==> config.mk <==
export PLATFORM = sky130hd
export DESIGN_NAME = ov7670_capture_flat
export DESIGN_NICKNAME = d
export VERILOG_FILES = /design/src/rtl/ov7670_capture_pkg.sv /design/src/rtl/ov7670_capture_if.sv /design/src/rtl/ov7670_capture_sync_edge.sv /design/src/rtl/ov7670_capture.sv /design/src/flat_wrapper.sv
export SDC_FILE = /design/constraint.sdc
export NUM_CORES = 1
export LEC_CHECK = 0
export BUFFER_PORTS_ARGS = -buffer_cell sky130_fd_sc_hd__buf_4
export CORE_MARGIN = 2
export CORE_UTILIZATION = 61
export DETAILED_ROUTE_END_ITERATION = 16
export HOLD_SLACK_MARGIN = 0.08
export PLACE_DENSITY = 0.82
export RECOVER_POWER = 100
export REMOVE_ABC_BUFFERS = 1
export SYNTH_ARGS = -nofsm -noshare
export SYNTH_HDL_FRONTEND = slang
export SYNTH_SLANG_ARGS = --single-unit
==> constraint.sdc <==
create_clock -name clk -period 6.9 [get_ports clk]
set_input_delay 0.345 -clock clk [delete_from_list [all_inputs] [get_ports clk]]
set_output_delay 0.345 -clock clk [all_outputs]
set_load 0.02 [all_outputs]
==> src/rtl/ov7670_capture_pkg.sv <==
// Shared types and constants for the OV7670 write-side capture path.
package ov7670_capture_pkg;

    typedef enum logic [1:0] {
        ST_IDLE    = 2'd0,
        ST_SKIP    = 2'd1,
        ST_WAIT_VS = 2'd2,
        ST_CAPTURE = 2'd3
    } cap_state_e;

    localparam int BYTE_W = 8;
    localparam int PIX_W  = 16;

    // RGB565 field positions inside a captured word
    localparam int RGB_R_MSB = 15;
    localparam int RGB_R_LSB = 11;
    localparam int RGB_G_MSB = 10;
    localparam int RGB_G_LSB = 5;
    localparam int RGB_B_MSB = 4;
    localparam int RGB_B_LSB = 0;

    localparam int DEF_H_PIXELS    = 640;
    localparam int DEF_V_LINES     = 480;
    localparam int DEF_SKIP_FRAMES = 2;
    localparam int DEF_CW          = 12;

endpackage

==> src/rtl/ov7670_capture_if.sv <==
// Camera pixel bus plus async-FIFO write port; master is the capture block.
interface ov7670_capture_if;
    import ov7670_capture_pkg::*;

    logic              cam_vsync;
    logic              cam_href;
    logic [BYTE_W-1:0] cam_data;
    logic              full_fifo;
    logic              wr_en;
    logic [PIX_W-1:0]  dout;

    modport master (
        input  cam_vsync, cam_href, cam_data, full_fifo,
        output wr_en, dout
    );

    modport slave (
        output cam_vsync, cam_href, cam_data, full_fifo,
        input  wr_en, dout
    );

endinterface

==> src/rtl/ov7670_capture_sync_edge.sv <==
// One-stage input register for the camera bus with VSYNC edge detection.
module cam_sync_edge
    import ov7670_capture_pkg::*;
(
    input  logic              clk,
    input  logic              rst,
    input  logic              i_vsync,
    input  logic              i_href,
    input  logic [BYTE_W-1:0] i_data,
    output logic              o_hr_q,
    output logic [BYTE_W-1:0] o_d_q,
    output logic              o_vs_rise,
    output logic              o_vs_fall
);
    logic              r_vs_q;
    logic              r_vs_qq;
    logic              r_hr_q;
    logic [BYTE_W-1:0] r_d_q;

    always_ff @(posedge clk or posedge rst) begin
        if (rst) begin
            r_vs_q  <= 1'b0;
            r_vs_qq <= 1'b0;
            r_hr_q  <= 1'b0;
            r_d_q   <= '0;
        end else begin
            r_vs_q  <= i_vsync;
            r_vs_qq <= r_vs_q;
            r_hr_q  <= i_href;
            r_d_q   <= i_data;
        end
    end

    assign o_hr_q    = r_hr_q;
    assign o_d_q     = r_d_q;
    assign o_vs_rise = r_vs_q & ~r_vs_qq;
    assign o_vs_fall = ~r_vs_q & r_vs_qq;

endmodule

==> src/rtl/ov7670_capture.sv <==
// OV7670 capture: frame gating, byte pairing into RGB565 and FIFO write with
// overflow and geometry error flags.
module ov7670_capture
    import ov7670_capture_pkg::*;
#(
    parameter int H_PIXELS    = DEF_H_PIXELS,
    parameter int V_LINES     = DEF_V_LINES,
    parameter int SKIP_FRAMES = DEF_SKIP_FRAMES,
    parameter int CW          = DEF_CW
) (
    input  logic              clk,
    input  logic              rst,
    input  logic              i_cfg_done,
    ov7670_capture_if.master  io_bus,
    output logic              o_frame_start,
    output logic              o_overflow,
    output logic              o_geom_err,
    output logic [CW-1:0]     o_pixel_x,
    output logic [CW-1:0]     o_pixel_y
);
    localparam logic [CW-1:0] LP_H    = CW'(H_PIXELS);
    localparam logic [CW-1:0] LP_V    = CW'(V_LINES);
    localparam logic [CW-1:0] LP_ONE  = CW'(1);
    localparam logic [7:0]    LP_SKIP = 8'(SKIP_FRAMES);

    logic              w_hr_q;
    logic [BYTE_W-1:0] w_d_q;
    logic              w_vs_rise;
    logic              w_vs_fall;

    cam_sync_edge u_sync (
        .clk       (clk),
        .rst       (rst),
        .i_vsync   (io_bus.cam_vsync),
        .i_href    (io_bus.cam_href),
        .i_data    (io_bus.cam_data),
        .o_hr_q    (w_hr_q),
        .o_d_q     (w_d_q),
        .o_vs_rise (w_vs_rise),
        .o_vs_fall (w_vs_fall)
    );

    cap_state_e        r_state, w_state_n;
    logic [CW-1:0]     r_x, w_x_n;
    logic [CW-1:0]     r_y, w_y_n, w_y_end;
    logic              r_bsel, w_bsel_n;
    logic [BYTE_W-1:0] r_hi, w_hi_n;
    logic [7:0]        r_skip, w_skip_n;
    logic              r_fs, w_fs_n;
    logic [PIX_W-1:0]  r_word, w_word_n;
    logic              w_wvld_n;
    logic              r_ovf, w_ovf_n;
    logic              r_gerr, w_gerr_n;
    logic              r_hr_d;
    logic [1:0]        r_vld_pipe;
    logic [PIX_W-1:0]  r_dout;

    always_ff @(posedge clk or posedge rst) begin
        if (rst) r_state <= ST_IDLE;
        else     r_state <= w_state_n;
    end

    always_comb begin
        w_state_n = r_state;
        w_x_n     = r_x;
        w_y_n     = r_y;
        w_y_end   = r_y;
        w_bsel_n  = r_bsel;
        w_hi_n    = r_hi;
        w_skip_n  = r_skip;
        w_fs_n    = 1'b0;
        w_word_n  = r_word;
        w_wvld_n  = 1'b0;
        w_ovf_n   = r_ovf;
        w_gerr_n  = r_gerr;

        case (r_state)
            ST_IDLE: begin
                w_skip_n = '0;
                if (i_cfg_done) w_state_n = ST_SKIP;
            end
            ST_SKIP: begin
                if (r_skip >= LP_SKIP)  w_state_n = ST_WAIT_VS;
                else if (w_vs_rise)     w_skip_n  = r_skip + 8'd1;
            end
            ST_WAIT_VS: begin
                if (w_vs_fall) begin
                    w_fs_n    = 1'b1;
                    w_x_n     = '0;
                    w_y_n     = '0;
                    w_bsel_n  = 1'b0;
                    w_state_n = ST_CAPTURE;
                end
            end
            ST_CAPTURE: begin
                if (w_hr_q) begin
                    w_bsel_n = ~r_bsel;
                    if (!r_bsel) begin
                        w_hi_n = w_d_q;
                    end else begin
                        w_word_n = {r_hi, w_d_q};
                        // Over-long lines and a full FIFO both drop the word; never stall.
                        if (r_x >= LP_H)              w_gerr_n = 1'b1;
                        else if (io_bus.full_fifo)    w_ovf_n  = 1'b1;
                        else                          w_wvld_n = 1'b1;
                        if (r_x != {CW{1'b1}})        w_x_n    = r_x + LP_ONE;
                    end
                end else if (r_hr_d) begin
                    w_bsel_n = 1'b0;
                    if (r_x != '0) begin
                        w_y_end = r_y + LP_ONE;
                        if (r_x != LP_H) w_gerr_n = 1'b1;
                        w_x_n = '0;
                    end
                end
                w_y_n = w_y_end;
                // Frame-end check sees the line that may close on this same cycle.
                if (w_vs_rise) begin
                    if (w_y_end != LP_V) w_gerr_n = 1'b1;
                    w_state_n = ST_WAIT_VS;
                end
            end
            default: w_state_n = ST_IDLE;
        endcase

        if (!i_cfg_done) begin
            w_state_n = ST_IDLE;
            w_x_n     = '0;
            w_y_n     = '0;
            w_bsel_n  = 1'b0;
            w_skip_n  = '0;
            w_fs_n    = 1'b0;
            w_wvld_n  = 1'b0;
        end
    end

    always_ff @(posedge clk or posedge rst) begin
        if (rst) begin
            r_x        <= '0;
            r_y        <= '0;
            r_bsel     <= 1'b0;
            r_hi       <= '0;
            r_skip     <= '0;
            r_fs       <= 1'b0;
            r_word     <= '0;
            r_ovf      <= 1'b0;
            r_gerr     <= 1'b0;
            r_hr_d     <= 1'b0;
            r_vld_pipe <= '0;
            r_dout     <= '0;
        end else begin
            r_x        <= w_x_n;
            r_y        <= w_y_n;
            r_bsel     <= w_bsel_n;
            r_hi       <= w_hi_n;
            r_skip     <= w_skip_n;
            r_fs       <= w_fs_n;
            r_word     <= w_word_n;
            r_ovf      <= w_ovf_n;
            r_gerr     <= w_gerr_n;
            r_hr_d     <= w_hr_q;
            r_vld_pipe <= {r_vld_pipe[0] & i_cfg_done, w_wvld_n};
            if (r_vld_pipe[0]) r_dout <= r_word;
        end
    end

    assign io_bus.wr_en  = r_vld_pipe[1];
    assign io_bus.dout   = r_dout;
    assign o_frame_start = r_fs;
    assign o_overflow    = r_ovf;
    assign o_geom_err    = r_gerr;
    assign o_pixel_x     = r_x;
    assign o_pixel_y     = r_y;

endmodule

==> src/flat_wrapper.sv <==
// flat-port wrapper written by rule: the top's interface ports become plain ports
module ov7670_capture_flat import ov7670_capture_pkg::*;
#(
    parameter int H_PIXELS    = DEF_H_PIXELS,
    parameter int V_LINES     = DEF_V_LINES,
    parameter int SKIP_FRAMES = DEF_SKIP_FRAMES,
    parameter int CW          = DEF_CW
)
  (clk, rst, i_cfg_done, o_frame_start, o_overflow, o_geom_err, o_pixel_x, o_pixel_y, io_bus_cam_vsync, io_bus_cam_href, io_bus_cam_data, io_bus_full_fifo, io_bus_wr_en, io_bus_dout);
  ov7670_capture_if io_bus_i ();
  input  logic clk;
  input  logic rst;
  input  logic i_cfg_done;
  output logic o_frame_start;
  output logic o_overflow;
  output logic o_geom_err;
  output logic [CW-1:0] o_pixel_x;
  output logic [CW-1:0] o_pixel_y;
  input wire logic [$bits(io_bus_i.cam_vsync)-1:0] io_bus_cam_vsync;
  input wire logic [$bits(io_bus_i.cam_href)-1:0] io_bus_cam_href;
  input wire logic [$bits(io_bus_i.cam_data)-1:0] io_bus_cam_data;
  input wire logic [$bits(io_bus_i.full_fifo)-1:0] io_bus_full_fifo;
  output wire logic [$bits(io_bus_i.wr_en)-1:0] io_bus_wr_en;
  output wire logic [$bits(io_bus_i.dout)-1:0] io_bus_dout;
  assign io_bus_i.cam_vsync = io_bus_cam_vsync;
  assign io_bus_i.cam_href = io_bus_cam_href;
  assign io_bus_i.cam_data = io_bus_cam_data;
  assign io_bus_i.full_fifo = io_bus_full_fifo;
  assign io_bus_wr_en = io_bus_i.wr_en;
  assign io_bus_dout = io_bus_i.dout;
  ov7670_capture #(.H_PIXELS(H_PIXELS), .V_LINES(V_LINES), .SKIP_FRAMES(SKIP_FRAMES), .CW(CW)) u_core (.clk(clk), .rst(rst), .i_cfg_done(i_cfg_done), .io_bus(io_bus_i), .o_frame_start(o_frame_start), .o_overflow(o_overflow), .o_geom_err(o_geom_err), .o_pixel_x(o_pixel_x), .o_pixel_y(o_pixel_y));
endmodule
## Word level (Yosys, flattened, before mapping)

Index checks and enable logic that the tools add are counted.

- ROM bits: 0
- Logic and storage cells: 101
- Memories kept: 0
- Output and inout port bits: 44
- Bits of input ports: 14
- Register bits after elaboration: 92
- Bits in latches: 0
- RAM bits: 0

- Div/mod/pow operators: 0
- Magnitude comparators: 2
- Equality and inequality tests: 17
- Reductions and logical operators: 10
- Shift-type cells: 0
- Muxes and demuxes: 45
- Bitwise logic cells: 7
- $mul: 0
- $add $sub $neg: 3

Operators with widths:

| kind | number |
|---|---|
| $mux 12 | 12 |
| $pmux 12 s2 | 2 |
| $add 12x1->12 const B | 2 |
| $mux 8 | 3 |
| $mux 1 | 21 |
| $ne 4x3->1 const B | 4 |
| $pmux 8 s2 | 1 |
| $reduce_and 3->1 | 5 |
| $ge 12x10->1 const B | 1 |
| $ne 12x10->1 const B | 1 |
| $ne 12x12->1 const B | 1 |
| $ne 12x9->1 const B | 1 |
| $ne 3x3->1 const B | 4 |
| $reduce_bool 12->1 | 1 |
| $add 8x1->8 const B | 1 |
| $ge 8x2->1 const B | 1 |
| $mux 2 | 4 |
| $pmux 2 s4 | 1 |
| $ne 3x1->1 const B | 2 |
| $reduce_and 6->1 | 1 |
| $reduce_and 5->1 | 1 |
| $eq 2x2->1 const B | 2 |
| $not 1->1 | 4 |
| $and 1x1->1 | 3 |
| 5 further kinds | 5 |

## Longest topological paths before layout

Gate-level depths: netlist (run 1).

- Word-level depth: 8
- Gate-level depth with buffers: 9
- Depth with buffers taken out: 8

## Hierarchy

From an unflattened synthesis (run 1), not the netlist that was laid out.

- Cells, all modules: 401
- Area, all modules: 4,142.7 um^2

Modules (own cells, without submodules):

| module | area each (um^2) | cells each | instances |
|---|---|---|---|
| ov7670_capture | 3,848.7 | 387 | 1 |
| cam_sync_edge | 294.0 | 14 | 1 |

## Worst setup path after synthesis (run 1)

Ideal clock, no wire load.

- Kind: register to register
- Start point: register u_core.r_x[0], in the netlist u_core.o_pixel_x[0]
- End point: register u_core.r_gerr, in the netlist u_core.o_geom_err
- Path buffers: 1
- Setup slack: 4.434 ns
- Setup time: 0.131 ns
- Cell stages (with the launch flop): 10
- Arrival: 2.335 ns
- Required time: 6.769 ns
- Path through: dfrtp_1 -> inv_1 -> ha_1 -> or4b_1 -> nor4_4 -> nor2_2 -> buf_6 -> or4_1 -> o211ai_2 -> a31oi_1

- Cells in the longest elaborated chain, start to end: 8
- Elaborated cells between the ends (all ways): 16

RTL lines:

| item | line | RTL |
|---|---|---|
| start: declaration | ov7670_capture.sv:44 | `logic [CW-1:0] r_x, w_x_n;` |
| start signal: assignment | ov7670_capture.sv:152 | `r_x <= w_x_n;` |
| $reduce_bool 12->1 | ov7670_capture.sv:110 | `if (r_x != '0) begin` |
| $mux 12 | ov7670_capture.sv:110 |  |
| $mux 12 | ov7670_capture.sv:108 | `end else if (r_hr_d) begin` |
| $mux 12 | ov7670_capture.sv:96 | `if (w_hr_q) begin` |
| $mux 12 | ov7670_capture.sv:77 | `case (r_state)` |
| $ne 12x9->1 | ov7670_capture.sv:119 | `if (w_y_end != LP_V) w_gerr_n = 1'b1;` |
| $mux 1 | ov7670_capture.sv:119 |  |
| $mux 1 * | ov7670_capture.sv:118 | `if (w_vs_rise) begin` |
| end signal: assignment | ov7670_capture.sv:160 | `r_gerr <= w_gerr_n;` |
| end: declaration | ov7670_capture.sv:53 | `logic r_gerr, w_gerr_n;` |

Every way passes the cells marked *; elsewhere a longest branch is shown, timed or not. The select of a mux whose other input is x is not followed.
A chain may end at the register's enable or synchronous reset.

## Worst setup path after layout (run 1)

- Start point: register u_core.r_x[0], in the netlist u_core.o_pixel_x[0]
- End point: register u_core.r_x[4], in the netlist u_core.o_pixel_x[4]

- Cells in the longest elaborated chain, start to end: 6
- Elaborated cells between the ends (all ways): 11

RTL lines:

| item | line | RTL |
|---|---|---|
| $add 12x1->12 | ov7670_capture.sv:106 | `if (r_x != {CW{1'b1}}) w_x_n = r_x + LP_ONE;` |
| $mux 12 | ov7670_capture.sv:106 |  |
| $mux 12 | ov7670_capture.sv:98 | `if (!r_bsel) begin` |
| $mux 12 | ov7670_capture.sv:96 |  |
| $pmux 12 s2 | ov7670_capture.sv:77 |  |
| $mux 12 | ov7670_capture.sv:126 | `if (!i_cfg_done) begin` |

Several ways; a longest one is shown, not always the timed one. The select of a mux whose other input is x is not followed.

==> results of run 1 <==
sequential cells by signal, summed over array words and instances (netlist names):
name                   cells
u_core.o_overflow          1
u_core.u_sync.o_d_q        8
u_core.r_hi                8
u_core.r_bsel              1
u_core.o_frame_start       1
u_core.o_geom_err          1
u_core.u_sync.o_hr_q       1
u_core.r_vld_pipe          2
u_core.r_skip              8
u_core.o_pixel_y          12
u_core.io_bus.dout        16
u_core.o_pixel_x          12
u_core.r_word             16
u_core.r_hr_d              1
u_core.u_sync.r_vs_qq      1
u_core.r_state             2
u_core.u_sync.r_vs_q       1
power breakdown:
part           switching (mW)  internal (mW)  total, mW
Clock                   0.193          0.211      0.403
Sequential            0.00725          0.548      0.555
Combinational          0.0217         0.0161     0.0378
kinds of logic after synthesis:
logic type,synth area share [%]
DFF,56.4
muxes,6.63
adders and majority gates,1.53
xor gates and xnor gates,0.859
buffers and inverters,2.70
and+or+nand+nor,20.3
AOI/OAI and AO/OA,11.6
synth_stat cells, drive strengths merged (2+ instances only):
cell type   n
dfrtp      92
nand2      79
o21ai      37
nor2       26
mux2       24
clkbuf     13
nand3      13
nor4        9
a21oi       8
a31oi       8
nor3        8
inv         7
o31ai       6
buf         5
ha          5
nor2b       5
nand2b      4
nand4       4
o41ai       4
and2        3
and3        3
or4         3
xor2        3
a41oi       2
nor4b       2
or2         2
or3         2
or4b        2
worst max-delay path, stage by stage (launching register included):
cell	delay (ps)
dfrtp_1	450
inv_1	80
ha_1	130
or4b_1	460
nor4_1	710
nor2_1	360
o31ai_1	1220
o21ai_0	290
o31ai_1	120
worst paths after layout:
path / start / end / slack, ps / cells after the start
setup / recovery: u_core.o_pixel_x[0] / u_core.o_pixel_x[4] / 3010 / 8
hold / removal: io_bus_full_fifo / u_core.r_vld_pipe[0] / 170 / 2
setup reg to reg: u_core.o_pixel_x[0] / u_core.o_pixel_x[4] / 3010 / 8
hold reg to reg: u_core.u_sync.r_vs_q / u_core.u_sync.r_vs_qq / 410 / 0
max in group asynchronous: rst / u_core.r_word[11] / 4830 / 4
min in group asynchronous: rst / u_core.r_skip[5] / 740 / 3
area by class of cell:
cell class | instances | area (um2) | area share (%)
flip-flops and latches | 92 | 2300 | 49.3
clock buffers | 9 | 124 | 2.65
multi-input cells | 277 | 1630 | 34.9
repair buffers | 69 | 380 | 8.14
well taps | 77 | 96.3 | 2.06
inverters | 8 | 31.3 | 0.670
clock inverters | 7 | 108 | 2.30
per-stage QoR:
step | cells | power [mW] | util (%) | setup WS (ps) | area, um2
global route | 539 | 1.04 | 72.7 | 2520 | 4670
detailed placement | 512 | 0.600 | 70.6 | 4240 | 4530
finish | 539 | 0.996 | 72.7 | 3010 | 4670
global placement | 512 | 0.599 | 70.6 | 4300 | 4530
floorplan | 377 | 0.585 | - | 4160 | 4000
CTS | 537 | 1.01 | 75.6 | 4220 | 4850
layer usage:
metal	global-route usage, %	vias to the layer above	wire [um]
met2	43.0	74	4470
met4	6.78	0	67
met3	6.64	6	433
met5	0	-	0
li1	-	1510	-
met1	32.9	1569	3720
repair_timing:
item                                   in CTS  in global routing
buffers inserted                            0                  0
endpoints found under the hold margin      32                  2
hold buffers                                9                  2
==> results.toml, run 1 <==
[run_status]
outcome = "finished with violations"
violations = "DRC"

[yosys]
synth-seq-cells = 92
ys_types = 50
syn-cell-area_um2 = 4080
synth-seq-area-share_pct = 56.4
synth_area_leaders = "dfrtp_1, nand2_1, mux2_2"
syn_avg_cell_area_um2 = 10.3
ys_async_sr_fraction_pct = 100
synth_edf_count = 0
synth_flop_cell = "dfrtp_1"
synth_top_area_share_pct = 56.4
ys_warn_count = 0
synth_cells = 395
synth_top_cell_by_area = "dfrtp_1"

[placement]
port_buffers = 57
dp_hpwl_um = 5590
place.gp.congestion = 0.856

[global_routing]
antenna_found_initial = 0
grt_pass1_vias = 3110
grt_first_pass_wirelength_um = 14600
grt_max_degree = 69
grt-ovfl-total = 0
grt_usage_pct = 25.4

[clock_tree]
cts_tree = "done"
cts_buffers = 9
ctsResizeCount = 0
clk_latency_ps = 360
cts_max_level = 3
clkSlewWorstSetupHoldPaths_ps = 90
root_buffer = "clkbuf_8"
cts_sinks = 92
cts_max_path_buffers = 2

[run]
maxCapViolations = 0

[final_layout]
nFillCells = 498
layout-drive-gt1-share_pct = 13.2
diodes = 0
layout_commonest_cell = "dfrtp_1"
final_cell_mix = "dfrtp_1, nand2_1, clkbuf_1"
finalNetCount = 476
area_delta_synth_final_pct = 14.5

[pwr]
leakagePower_nw = 2.14
p_per_area_nw_per_um2 = 213
ir_drop_v = 0.000172

[die]
io_pins = 58
dieArea_um2 = 7360
die_w_um = 85.8
start_util_pct = 63.5
rows = 29
core-area_um2 = 6420
die_h_um = 85.8

[sta]
setup-tns-final_ps = 0
worstMarginPinSlew_ps = 1400
hold_viol = 0
setup_violations = 0
slew_violations = 0
finalCritPeriodShare_pct = 56.3
fmax_mhz = 257
period_needed_ps = 3890
relSlewSlack_pct = 6.03
finClkSkew_ps = 7.49
rsz0062_at_grt = "false"
fin_hold_ws_ps = 165

[worst_setup_path]
critPathRequiredTime_ps = 7170
startpoint_type = "flip-flop"
crit_arrival_ps = 4150
crit_fanout = 15
end_kind = "flip-flop"
path_class = "reg2reg"

[routing]
vias_per_cell = 5.86
wl_um = 8690
post-route-drc-count = 6
vias = 3159
post_drt_wl_per_cell_um = 16.1
initialDrtViolationCount = 217
drtAntennaViolNets = 0
first_pass_iters = 11

[min_path]
holdCritPathClass = "in2reg"
Power figures use the tool's default switching activity.
==> inputs of run 2 (changes only) <==
CORE_UTILIZATION = 51   (was 61)
PLACE_DENSITY = 0.73   (was 0.82)
clock period = 3.2 ns   (was 6.9 ns; I/O delays follow)
==> run 2 against run 1 <==
The flow now finishes without violations. Utilization shrank 11 points. Clock power is 99% higher. Highest routed layer unchanged. Critical endpoint is now u_core.o_pixel_x[9]. Sequential power increased by 120%.
==> results.toml, run 2 (synthesized netlist as in run 1, its figures left out) <==
[run_status]
outcome = "finished, final reports clean"

[clock_tree]
clkSlewWorstSetupHoldPaths_ps = 90
cts_tree = "done"
cts_max_path_buffers = 2
cts_setup_buffers = 0
cts_buffers = 9
root_buffer = "clkbuf_8"
clk_latency_ps = 360
cts_sinks = 92
cts_max_level = 3

[final_layout]
final_cell_mix = "dfrtp_1, nand2_1, clkbuf_1"
diodes = 0
layout-drive-gt1-share_pct = 13.9
area_delta_synth_final_pct = 16.3
post-route-cell-area_um2 = 4740
layout_commonest_cell = "dfrtp_1"
final_cells = 570
finalNetCount = 482

[placement]
place.gp.congestion = 0.826
dp_hpwl_um = 5640
placed_cells = 541
port_buffers = 57
place_area_um2 = 4590

[routing]
initialDrtViolationCount = 130
post-route-drc-count = 0
drtAntennaViolNets = 0
first_pass_iters = 5
vias_per_cell = 5.56
post_drt_wl_per_cell_um = 15.1
wl_um = 8580
vias = 3170

[worst_setup_path]
r2r_slack_ps = 390
critPathRequiredTime_ps = 3450
crit_fanout = 15
reg2reg_to = "u_core.o_pixel_x[9]"
reg2reg_from = "u_core.o_pixel_x[0]"
crit_arrival_ps = 3060
startpoint_type = "flip-flop"
path_class = "reg2reg"
end_kind = "flip-flop"
reg2reg_depth = 8

[global_routing]
grt_first_pass_wirelength_um = 14700
antenna_found_initial = 0
grt_max_degree = 36
grt-ovfl-total = 0
grt_pass1_vias = 3124
grt_usage_pct = 21.3

[sta]
finClkSkew_ps = 12.3
fmax_mhz = 356
setup-tns-final_ps = 0
period_needed_ps = 2810
relSlewSlack_pct = 3.49
hold_viol = 0
rsz0062_at_grt = "false"
worstMarginPinSlew_ps = 1440
setup_violations = 0
slew_violations = 0
finalCritPeriodShare_pct = 87.8

[pwr]
total_power_mw = 2.08
ir_drop_v = 0.000202
leakagePower_nw = 2.15
p_per_area_nw_per_um2 = 440

[die]
die_h_um = 93.4
rows = 32
die_w_um = 93.4
core-area_um2 = 7730
start_util_pct = 52.8
io_pins = 58
dieArea_um2 = 8730

[min_path]
min_to = "u_core.u_sync.r_vs_qq"
holdCritPathClass = "reg2reg"
min_path_cells = 0
hold_start = "u_core.u_sync.r_vs_q"

[run]
maxCapViolations = 0
## run 2: worst max path at each step
| stage | from | end | slack, ps |
|---|---|---|---|
| floorplan | rst | u_core.io_bus.dout[0] | 650 |
| global placement | u_core.o_pixel_x[0] | u_core.o_pixel_x[3] | 590 |
| detailed placement | u_core.o_pixel_x[0] | u_core.o_pixel_x[9] | 510 |
| CTS | u_core.o_pixel_x[0] | u_core.o_pixel_x[9] | 470 |
| global route | u_core.o_pixel_x[0] | u_core.o_pixel_x[9] | 170 |
| finish | u_core.o_pixel_x[0] | u_core.o_pixel_x[9] | 390 |
## run 2: cell type report
type	count	area (um2)
clock buffers	9	124
fillers	710	2990
repair buffers	75	418
inverters	8	31.3
flip-flops and latches	92	2300
well taps	102	128
clock inverters	7	80.1
multi-input cells	277	1660
## run 2: timing repair
action / in CTS / in global routing
endpoints found under the hold margin: 46 / 0
hold buffers: 13 / 0
setup endpoints to repair: 0 / 0
gates resized for setup: 0 / 0
## run 2: per-stage QoR
stage | setup slack, ps | util [%] | hold slack (ps)
finish | 391 | 61.4 | 401
floorplan | 648 | - | 191
detailed placement | 506 | 59.4 | 240
global placement | 585 | 59.4 | 238
CTS | 475 | 63.8 | 400
global route | 172 | 61.4 | 402
## run 2: critical path: stages (launching register included)
cell     delay [ps]
dfrtp_1         450
inv_1            80
ha_1            120
or4b_1          500
nor4_4          360
nor2_1          270
o31ai_4         600
o21ai_0         210
o31ai_1         110
## run 2: metal layers
layer | global-route usage, % | vias up | routed length [um]
met5 | 0 | - | 0
met3 | 4.19 | 11 | 465
met2 | 33.3 | 89 | 4210
met4 | 7.23 | 0 | 88
met1 | 29.9 | 1546 | 3820
li1 | - | 1524 | -
## run 2: where the power goes
part           switching, mW  total [mW]  leakage, nW  internal [mW]
registers             0.0147        1.20         1.25           1.18
logic                 0.0480      0.0849        0.807         0.0369
clock network          0.431       0.803       0.0973          0.372
total                  0.493        2.08         2.15           1.59
